<file path="src/rtl/dac_frame_scheduler.sv">
// ---------------------------------------------------------------------------
// dac_frame_scheduler
//
// Purpose:
//   Frames left/right DAC samples into a left-justified serial stream. For each
//   word it loads a downstream PISO shifter (shift_load), advances it once per
//   bit (shift_en), and produces the serial bit clock (bclk) and the word select
//   (lrclk). One frame is a left word followed by a right word, and each word is
//   WIDTH*BCLK_DIV clk cycles long, LOAD cycle included.
//
// Parameters:
//   WIDTH     bits per channel word (>= 2)
//   BCLK_DIV  clk cycles per serial bit (even, >= 2)
//
// Ports:
//   clk         system clock, all logic on posedge
//   rst         synchronous, active-high reset
//   enable      run request, sampled in IDLE and at the end of a right word
//   l_data      left sample
//   l_valid     left sample available
//   l_ready     left sample consumed this cycle
//   r_data      right sample
//   r_valid     right sample available
//   r_ready     right sample consumed this cycle
//   shift_data  word for the downstream shifter
//   shift_load  one-cycle pulse: shifter loads shift_data
//   shift_en    one-cycle pulse: shifter advances one bit
//   bclk        serial bit clock (registered)
//   lrclk       word select, 0 = left, 1 = right (registered)
//   underrun    one-cycle pulse: a word was loaded without a valid sample
//   busy        high in every state except IDLE
//
// Build option:
//   DAC_SCHED_UNDERRUN_REPEAT_EN  when defined, an underrun replays the last
//   sample transferred on that channel (0 if none since reset). When undefined,
//   an underrun loads all zeros and no replay registers exist.
//
// States:
//   state    | meaning
//   IDLE     | stopped, all outputs low, waiting for enable
//   LOAD_L   | one cycle: load left word, handshake left sample
//   SHIFT_L  | shifting out the rest of the left word
//   LOAD_R   | one cycle: load right word, handshake right sample
//   SHIFT_R  | shifting out the rest of the right word
// ---------------------------------------------------------------------------
module dac_frame_scheduler #(
  parameter int WIDTH    = 24,
  parameter int BCLK_DIV = 4
) (
  input  logic             clk,
  input  logic             rst,
  input  logic             enable,
  input  logic [WIDTH-1:0] l_data,
  input  logic             l_valid,
  output logic             l_ready,
  input  logic [WIDTH-1:0] r_data,
  input  logic             r_valid,
  output logic             r_ready,
  output logic [WIDTH-1:0] shift_data,
  output logic             shift_load,
  output logic             shift_en,
  output logic             bclk,
  output logic             lrclk,
  output logic             underrun,
  output logic             busy
);

  // Counter widths; kept at least one bit so the minimum parameters still work.
  localparam int DIV_W = (BCLK_DIV > 2) ? $clog2(BCLK_DIV) : 1;
  localparam int BIT_W = (WIDTH > 2) ? $clog2(WIDTH) : 1;

  localparam logic [DIV_W-1:0] DIV_LAST = DIV_W'(BCLK_DIV - 1);
  localparam logic [DIV_W-1:0] DIV_HALF = DIV_W'(BCLK_DIV / 2);
  localparam logic [BIT_W-1:0] BIT_LAST = BIT_W'(WIDTH - 1);

  localparam logic [2:0] S_IDLE    = 3'd0;
  localparam logic [2:0] S_LOAD_L  = 3'd1;
  localparam logic [2:0] S_SHIFT_L = 3'd2;
  localparam logic [2:0] S_LOAD_R  = 3'd3;
  localparam logic [2:0] S_SHIFT_R = 3'd4;

  logic [2:0]       state_q, state_d;
  logic [DIV_W-1:0] div_cnt_q, div_cnt_d;
  logic [BIT_W-1:0] bit_idx_q, bit_idx_d;
  logic             bclk_q, bclk_d;
  logic             lrclk_q, lrclk_d;

  logic             word_active;
  logic             bit_end;
  logic             word_end;
  logic             load_l;
  logic             load_r;
  logic             shifting;
  logic [WIDTH-1:0] fill_l;
  logic [WIDTH-1:0] fill_r;

  assign word_active = (state_q != S_IDLE);
  assign bit_end     = (div_cnt_q == DIV_LAST);
  assign word_end    = bit_end && (bit_idx_q == BIT_LAST);
  assign load_l      = (state_q == S_LOAD_L);
  assign load_r      = (state_q == S_LOAD_R);
  assign shifting    = (state_q == S_SHIFT_L) || (state_q == S_SHIFT_R);

  // -------------------------------------------------------------------------
  // Next-state logic
  // -------------------------------------------------------------------------
  always_comb begin
    state_d = state_q;
    case (state_q)
      S_IDLE: begin
        if (enable) begin
          state_d = S_LOAD_L;
        end
      end
      S_LOAD_L: begin
        state_d = S_SHIFT_L;
      end
      S_SHIFT_L: begin
        // A left word is always followed by a right word, enable or not.
        if (word_end) begin
          state_d = S_LOAD_R;
        end
      end
      S_LOAD_R: begin
        state_d = S_SHIFT_R;
      end
      S_SHIFT_R: begin
        if (word_end) begin
          state_d = enable ? S_LOAD_L : S_IDLE;
        end
      end
      default: begin
        state_d = S_IDLE;
      end
    endcase
  end

  // -------------------------------------------------------------------------
  // Bit timing. Both counters wrap to zero exactly at the end of a word, so
  // every LOAD cycle starts at div_cnt=0 / bit_idx=0 without a separate clear.
  // -------------------------------------------------------------------------
  always_comb begin
    div_cnt_d = '0;
    bit_idx_d = '0;
    if (word_active) begin
      if (bit_end) begin
        div_cnt_d = '0;
        bit_idx_d = (bit_idx_q == BIT_LAST) ? '0 : bit_idx_q + 1'b1;
      end else begin
        div_cnt_d = div_cnt_q + 1'b1;
        bit_idx_d = bit_idx_q;
      end
    end
  end

  // bclk and lrclk are computed from next-cycle values so the flops line up
  // with div_cnt_q / state_q and the pins come straight off a register.
  always_comb begin
    bclk_d  = (state_d != S_IDLE) && (div_cnt_d >= DIV_HALF);
    lrclk_d = (state_d == S_LOAD_R) || (state_d == S_SHIFT_R);
  end

  always_ff @(posedge clk) begin
    if (rst) begin
      state_q   <= S_IDLE;
      div_cnt_q <= '0;
      bit_idx_q <= '0;
      bclk_q    <= 1'b0;
      lrclk_q   <= 1'b0;
    end else begin
      state_q   <= state_d;
      div_cnt_q <= div_cnt_d;
      bit_idx_q <= bit_idx_d;
      bclk_q    <= bclk_d;
      lrclk_q   <= lrclk_d;
    end
  end

  // -------------------------------------------------------------------------
  // Underrun fill words
  // -------------------------------------------------------------------------
`ifdef DAC_SCHED_UNDERRUN_REPEAT_EN
  logic [WIDTH-1:0] last_l_q, last_l_d;
  logic [WIDTH-1:0] last_r_q, last_r_d;

  // Remember only samples that actually completed a handshake.
  always_comb begin
    last_l_d = (load_l && l_valid) ? l_data : last_l_q;
    last_r_d = (load_r && r_valid) ? r_data : last_r_q;
  end

  always_ff @(posedge clk) begin
    if (rst) begin
      last_l_q <= '0;
      last_r_q <= '0;
    end else begin
      last_l_q <= last_l_d;
      last_r_q <= last_r_d;
    end
  end

  assign fill_l = last_l_q;
  assign fill_r = last_r_q;
`else
  assign fill_l = '0;
  assign fill_r = '0;
`endif

  // -------------------------------------------------------------------------
  // Outputs
  // -------------------------------------------------------------------------
  always_comb begin
    shift_data = '0;
    if (load_l) begin
      shift_data = l_valid ? l_data : fill_l;
    end else if (load_r) begin
      shift_data = r_valid ? r_data : fill_r;
    end
  end

  // Ready is tied to the LOAD state of its own channel, so the two can never
  // be high together and never outside a LOAD cycle.
  assign l_ready    = load_l && l_valid;
  assign r_ready    = load_r && r_valid;
  assign shift_load = load_l || load_r;
  assign underrun   = (load_l && !l_valid) || (load_r && !r_valid);
  // The last bit of a word needs no advance: the next LOAD replaces the word.
  assign shift_en   = shifting && bit_end && (bit_idx_q != BIT_LAST);
  assign bclk       = bclk_q;
  assign lrclk      = lrclk_q;
  assign busy       = word_active;

endmodule

</file>
<file path="config.mk">
export PLATFORM = sky130hd
export DESIGN_NAME = dac_frame_scheduler
export DESIGN_NICKNAME = d
export VERILOG_FILES = /design/src/rtl/dac_frame_scheduler.sv
export SDC_FILE = /design/constraint.sdc
export NUM_CORES = 1
export LEC_CHECK = 0
export CAP_MARGIN = 15
export CORE_UTILIZATION = 33
export DETAILED_ROUTE_END_ITERATION = 10
export HOLD_SLACK_MARGIN = 0.02
export PLACE_DENSITY = 0.86
export SYNTH_ARGS = -nofsm -noshare
export SYNTH_HDL_FRONTEND = slang
export SYNTH_SLANG_ARGS = --single-unit
</file>
<file path="constraint.sdc">
create_clock -name clk -period 3 [get_ports clk]
set_input_delay 0.9 -clock clk [delete_from_list [all_inputs] [get_ports clk]]
set_output_delay 0.9 -clock clk [all_outputs]
set_load 0.1 [all_outputs]
</file>
## After elaboration in Yosys (flattened, before gate mapping)

Cells that the tools add are included.
W data, S select, Z words.

| storage, ports and cells | value |
|---|---|
| register bits | 12 |
| bits of input ports | 53 |
| output and inout bits | 32 |
| word-level logic and storage cells | 48 |

| operators by class | value |
|---|---|
| add/subtract/negate cells | 2 |
| order comparisons | 1 |
| eq/ne operators | 9 |
| mux-type cells | 12 |
| bitwise logic cells | 1 |
| reductions and logical operators | 18 |

Operators with widths:

| cell | number |
|---|---|
| $mux W24 | 4 |
| $pmux W3 S5 | 1 |
| $eq A3 B2 Y1 const B | 3 |
| $mux W3 | 3 |
| $logic_and A1 B1 Y1 | 8 |
| $eq A3 B3 Y1 const B | 2 |
| $reduce_bool A3 Y1 | 2 |
| $add A5 B1 Y5 const B | 1 |
| $eq A5 B5 Y1 const B | 1 |
| $mux W5 | 1 |
| $ne A5 B5 Y1 const B | 1 |
| $logic_or A1 B1 Y1 | 4 |
| $mux W2 | 2 |
| $eq A3 B1 Y1 const B | 1 |
| $logic_not A3 Y1 | 1 |
| $add A2 B1 Y2 const B | 1 |
| $eq A2 B2 Y1 const B | 1 |
| $ge A2 B2 Y1 const B | 1 |
| $logic_not A1 Y1 | 2 |
| $reduce_or A2 Y1 | 1 |
| $mux W1 | 1 |
| $not A1 Y1 | 1 |

## Depth between registers and ports, before layout

| logic depth | value |
|---|---|
| depth in word-level cells | 6 |
| gate-level depth with buffers | 5 |

## Worst setup path before layout

OpenSTA, ideal clock, no wires.

| timing | value |
|---|---|
| path kind | reg-to-output |
| start | register bit_idx_q[0] |
| end | output shift_en |
| arrival | 5.461 ns |
| data required time | 2.100 ns |
| path slack | -3.361 ns |
| stages on the path, launching flop included | 4 |
| path buffers | 0 |
| path through | dfxtp_1 > ha_1 > and3b_1 > a2111oi_0 |

| on the way | value |
|---|---|
| word-level cells in the longest chain between the ends | 2 |

RTL lines:

| element | line | text |
|---|---|---|
| start: declaration | 84 | `logic [BIT_W-1:0] bit_idx_q, bit_idx_d;` |
| start signal: assignment | 173 | `bit_idx_q <= bit_idx_d;` |
| $ne A5 B5 Y1 | 228 | `assign shift_en = shifting && bit_end && (bit_idx_q != BIT_LAST);` |
| $logic_and A1 B1 Y1 | 228 |  |
| end: declaration | 61 | `output logic shift_en,` |

Every way passes these cells.

## Final worst setup path

| timing | value |
|---|---|
| start | input l_valid |
| end | output shift_data[5] |

| on the way | value |
|---|---|
| word-level cells in the longest chain between the ends | 2 |

RTL lines:

| element | line | text |
|---|---|---|
| start: declaration | 54 | `input logic l_valid,` |
| $mux W24 | 215 | `shift_data = l_valid ? l_data : fill_l;` |
| $mux W24 | 214 | `if (load_l) begin` |
| end: declaration | 59 | `output logic [WIDTH-1:0] shift_data,` |

Every way passes these cells.

==> impl_metrics.yaml <==
sta:
  clock_skew_ns: 0.007192
  finalSetupViolations: 18
  post-route-min-period_ns: 3.025
  holdWs_ns: 0.4575
  max-slew-margin-rel: 0.6975
  tns_ns: -0.1734
  maxSlewViolCount: 0
  final_hold_viol_count: 0
  post-route-period-util: 1.008
  max_slew.worst_pin.slew_ns: 0.4531
  setup_ws_ns: -0.02507
  clock.fmax_mhz: 330.6
critical_path:
  critPathLaunchType: "input port"
  rr_startpoint: "div_cnt_q[0]$_SDFF_PP0_"
  cp_data_arrival_time_ns: 2.13
  path_common_cell: "buf_12"
  worstRegToRegCells: 4
  path_class: "input port to primary output"
  timing.rr.end: "lrclk$_SDFF_PP0_"
  max_stage_delay_ns: 0.29
  regToRegSetupSlack_ns: 1.38
  cp.required_ns: 2.10
  crit_chain: "dlygate4sd2_1 > nand2b_1 > nor2_4 > buf_4 > buf_12 > a22o_1 > buf_12"
  crit_fanout: 13
  cp_slowest_cell: "a22o_1"
  crit_path_end_kind: "primary output"
cts:
  insertion_delay_ns: 0.28
  root_buffer: "clkbuf_4"
  h-tree-depth: 1
  clk_path_buf_depth: 2
  cts_buffers: 3
  cts_tree: "yes"
  numClockSinks: 12
  path_clk_slew_ns: 0.07
  postCtsHoldBufs: 0
grt:
  grt.overflow.total: 0
  grt_max_degree: 14
  grtUsageTotal: 0.4205
  grt_pass1_wl_mm: 8.224
  grt_pass1_vias: 1298
  antenna_found_initial: 0
synthesis:
  ys.warnings.count: 0
  syn_nets: 149
  seq_area_frac_synth: 0.2609
  synth_top_cell_area_share: 0.2609
  ys_seq_elements: 12
  ys_top_cells_by_area: "dfxtp_1 (26%), a22o_2 (14%), a22o_1 (10%), buf_6 (7.3%), a2111oi_4 (3.0%)"
  synth.cell_area_um2: 920.9
  avgSynthCellArea_um2: 9.797
  synth_cells: 94
  yosysUniqueCellTypes: 35
  yosysTopAreaCell: "dfxtp_1"
placement:
  place_congestion: 0.7645
  io_buffers: 84
  place_hpwl_mm: 3.407
finish:
  fin_util: 0.9279
  nets: 246
  diodes: 0
  layout-drive-gt1-share: 0.4421
  syn2layout_area_growth_pct: 158.7
detailed_routing:
  wl_per_cell_um: 27.48
  antenna_left: 0
  vias_per_cell: 5.964
  drt_iter0_drc: 29
  wl_mm: 6.046
  firstDrtPassIters: 4
  via_count: 1312
  drcViolationCount: 0
pwr:
  power_leakage_nw: 0.9619
  powerDensity_mw_per_mm2: 295.5
  power.ir.vdd_worst_mv: 0.3683
hold_path:
  hp-class: "flip-flop to flip-flop"
  hold_end: "div_cnt_q[0]$_SDFF_PP0_"
  hold_start: "div_cnt_q[0]$_SDFF_PP0_"
  whs_path_depth: 1
floorplanning:
  core_area_mm2: 0.002567
  start_util: 0.3587
  die_area_mm2: 0.003006
  io_pins: 85
  rows: 18
  fp.dieH_um: 54.83
  die_w_um: 54.83
run_status:
  violations: "setup timing"
  outcome: "complete, but fails checks"
flow_run:
  maxCapViolations: 0
[cell usage after synthesis, drive strengths merged]
library cell and count:
a22o 24, dfxtp 12, buf 7, nand2 5, nor2 5, inv 4, nor3 4, and2 3
nand2b 3, nor2b 3, xnor2 3, a2111oi 2, a21oi 2, ha 2, xor2 2, a211oi 1
a32o 1, and3 1, and3b 1, mux2 1, mux2i 1, nand3 1, nand4 1, nor3b 1
o211ai 1, o21ai 1, or3 1, or3b 1
[power by group]
group          internal, mW  switching [mW]  total (mW)
registers             0.165          0.0118       0.177
logic                 0.170           0.223       0.394
clock network        0.0739          0.0595       0.133
total                 0.409           0.295       0.704
[how the worst max path moves through the flow]
stage,start,endpoint,slack (ns)
2_1_floorplan,l_valid,shift_data[10],0.05
5_1_grt,l_valid,shift_data[13],-0.02
4_1_cts,l_valid,shift_data[13],0.03
3_3_place_gp,r_valid,shift_data[14],-0.02
6_report,l_valid,shift_data[5],-0.03
3_5_place_dp,l_valid,shift_data[13],-0.08
[critical path: cells and delay by family]
family	cells	cell delay, ns
buffers and inverters	4	0.72
AO/OA/AOI/OAI	1	0.29
AND/OR/NAND/NOR	2	0.22
[flip-flops by register name, indices dropped and copies added, names as in the netlist]
signal	flops
bclk	1
bit_idx_q	5
div_cnt_q	2
lrclk	1
state_q	3
[cell families (layout without fill, tap and decap cells)]
group / Yosys count / in the layout / share of synthesized area
AOI/OAI and AO/OA: 32 / 32 / 0.3288
and+or+nand+nor: 30 / 30 / 0.2147
DFF: 12 / 12 / 0.2609
buffers and inverters: 11 / 107 / 0.09782
xor gates and xnor gates: 5 / 5 / 0.04756
adders and majority gates: 2 / 2 / 0.02717
muxes: 2 / 2 / 0.02310
[layout by cell type (no fill, tap or decap), drive strengths merged]
cell type,n
mux2i,1
nor2,5
inv,4
nor3b,1
xor2,2
and2,3
nor2b,3
and3b,1
o211ai,1
a22o,24
xnor2,3
clkdlybuf4s50,50
dlygate4sd2,1
and3,1
clkbuf,4
a211oi,1
buf,47
nor3,4
nand2,5
a21oi,2
ha,2
a2111oi,2
nand2b,3
a32o,1
or3,1
nand3,1
nand4,1
mux2,1
clkdlybuf4s15,1
dfxtp,12
o21ai,1
or3b,1
[per-layer routing]
metal | wire length (µm) | vias to the layer above | part of all wire | GRT usage
li1 | - | 549 | - | -
met1 | 2264 | 662 | 0.37 | 0.5033
met2 | 2958 | 82 | 0.49 | 0.7028
met3 | 619 | 19 | 0.10 | 0.09444
met4 | 204 | 0 | 0.034 | 0.1923
met5 | 0 | - | 0 | 0
[stage by stage]
| step | std cells | setup slack (ns) | total power [mW] | instance area (µm²) |
|---|---|---|---|---|
| 2_1_floorplan | 94 | 0.04827 | 0.3769 | 942.2 |
| 6_report | 220 | -0.02507 | 0.7039 | 2382 |
| 5_1_grt | 220 | -0.02076 | 0.7159 | 2382 |
| 4_1_cts | 219 | 0.03071 | 0.6835 | 2374 |
| 3_3_place_gp | 206 | -0.02259 | 0.5225 | 2066 |
| 3_5_place_dp | 206 | -0.08202 | 0.5306 | 2066 |
[final cells by class]
class	count	area (µm²)
tap	30	37.54
timing repair buffer	99	1348
sequential	12	240.2
fill	79	185.2
inverter	4	15.01
multi-input combinational	71	705.7
clock buffer	4	36.28
[repair_timing]
item | CTS | global route
setup endpoints to repair | 25 | 16
setup buffers | 6 | 1
pin swaps | 3 | 2
gates resized for setup | 21 | 1
cloned | 3 | 0
No activity file was read; power rests on OpenSTA's default activity.
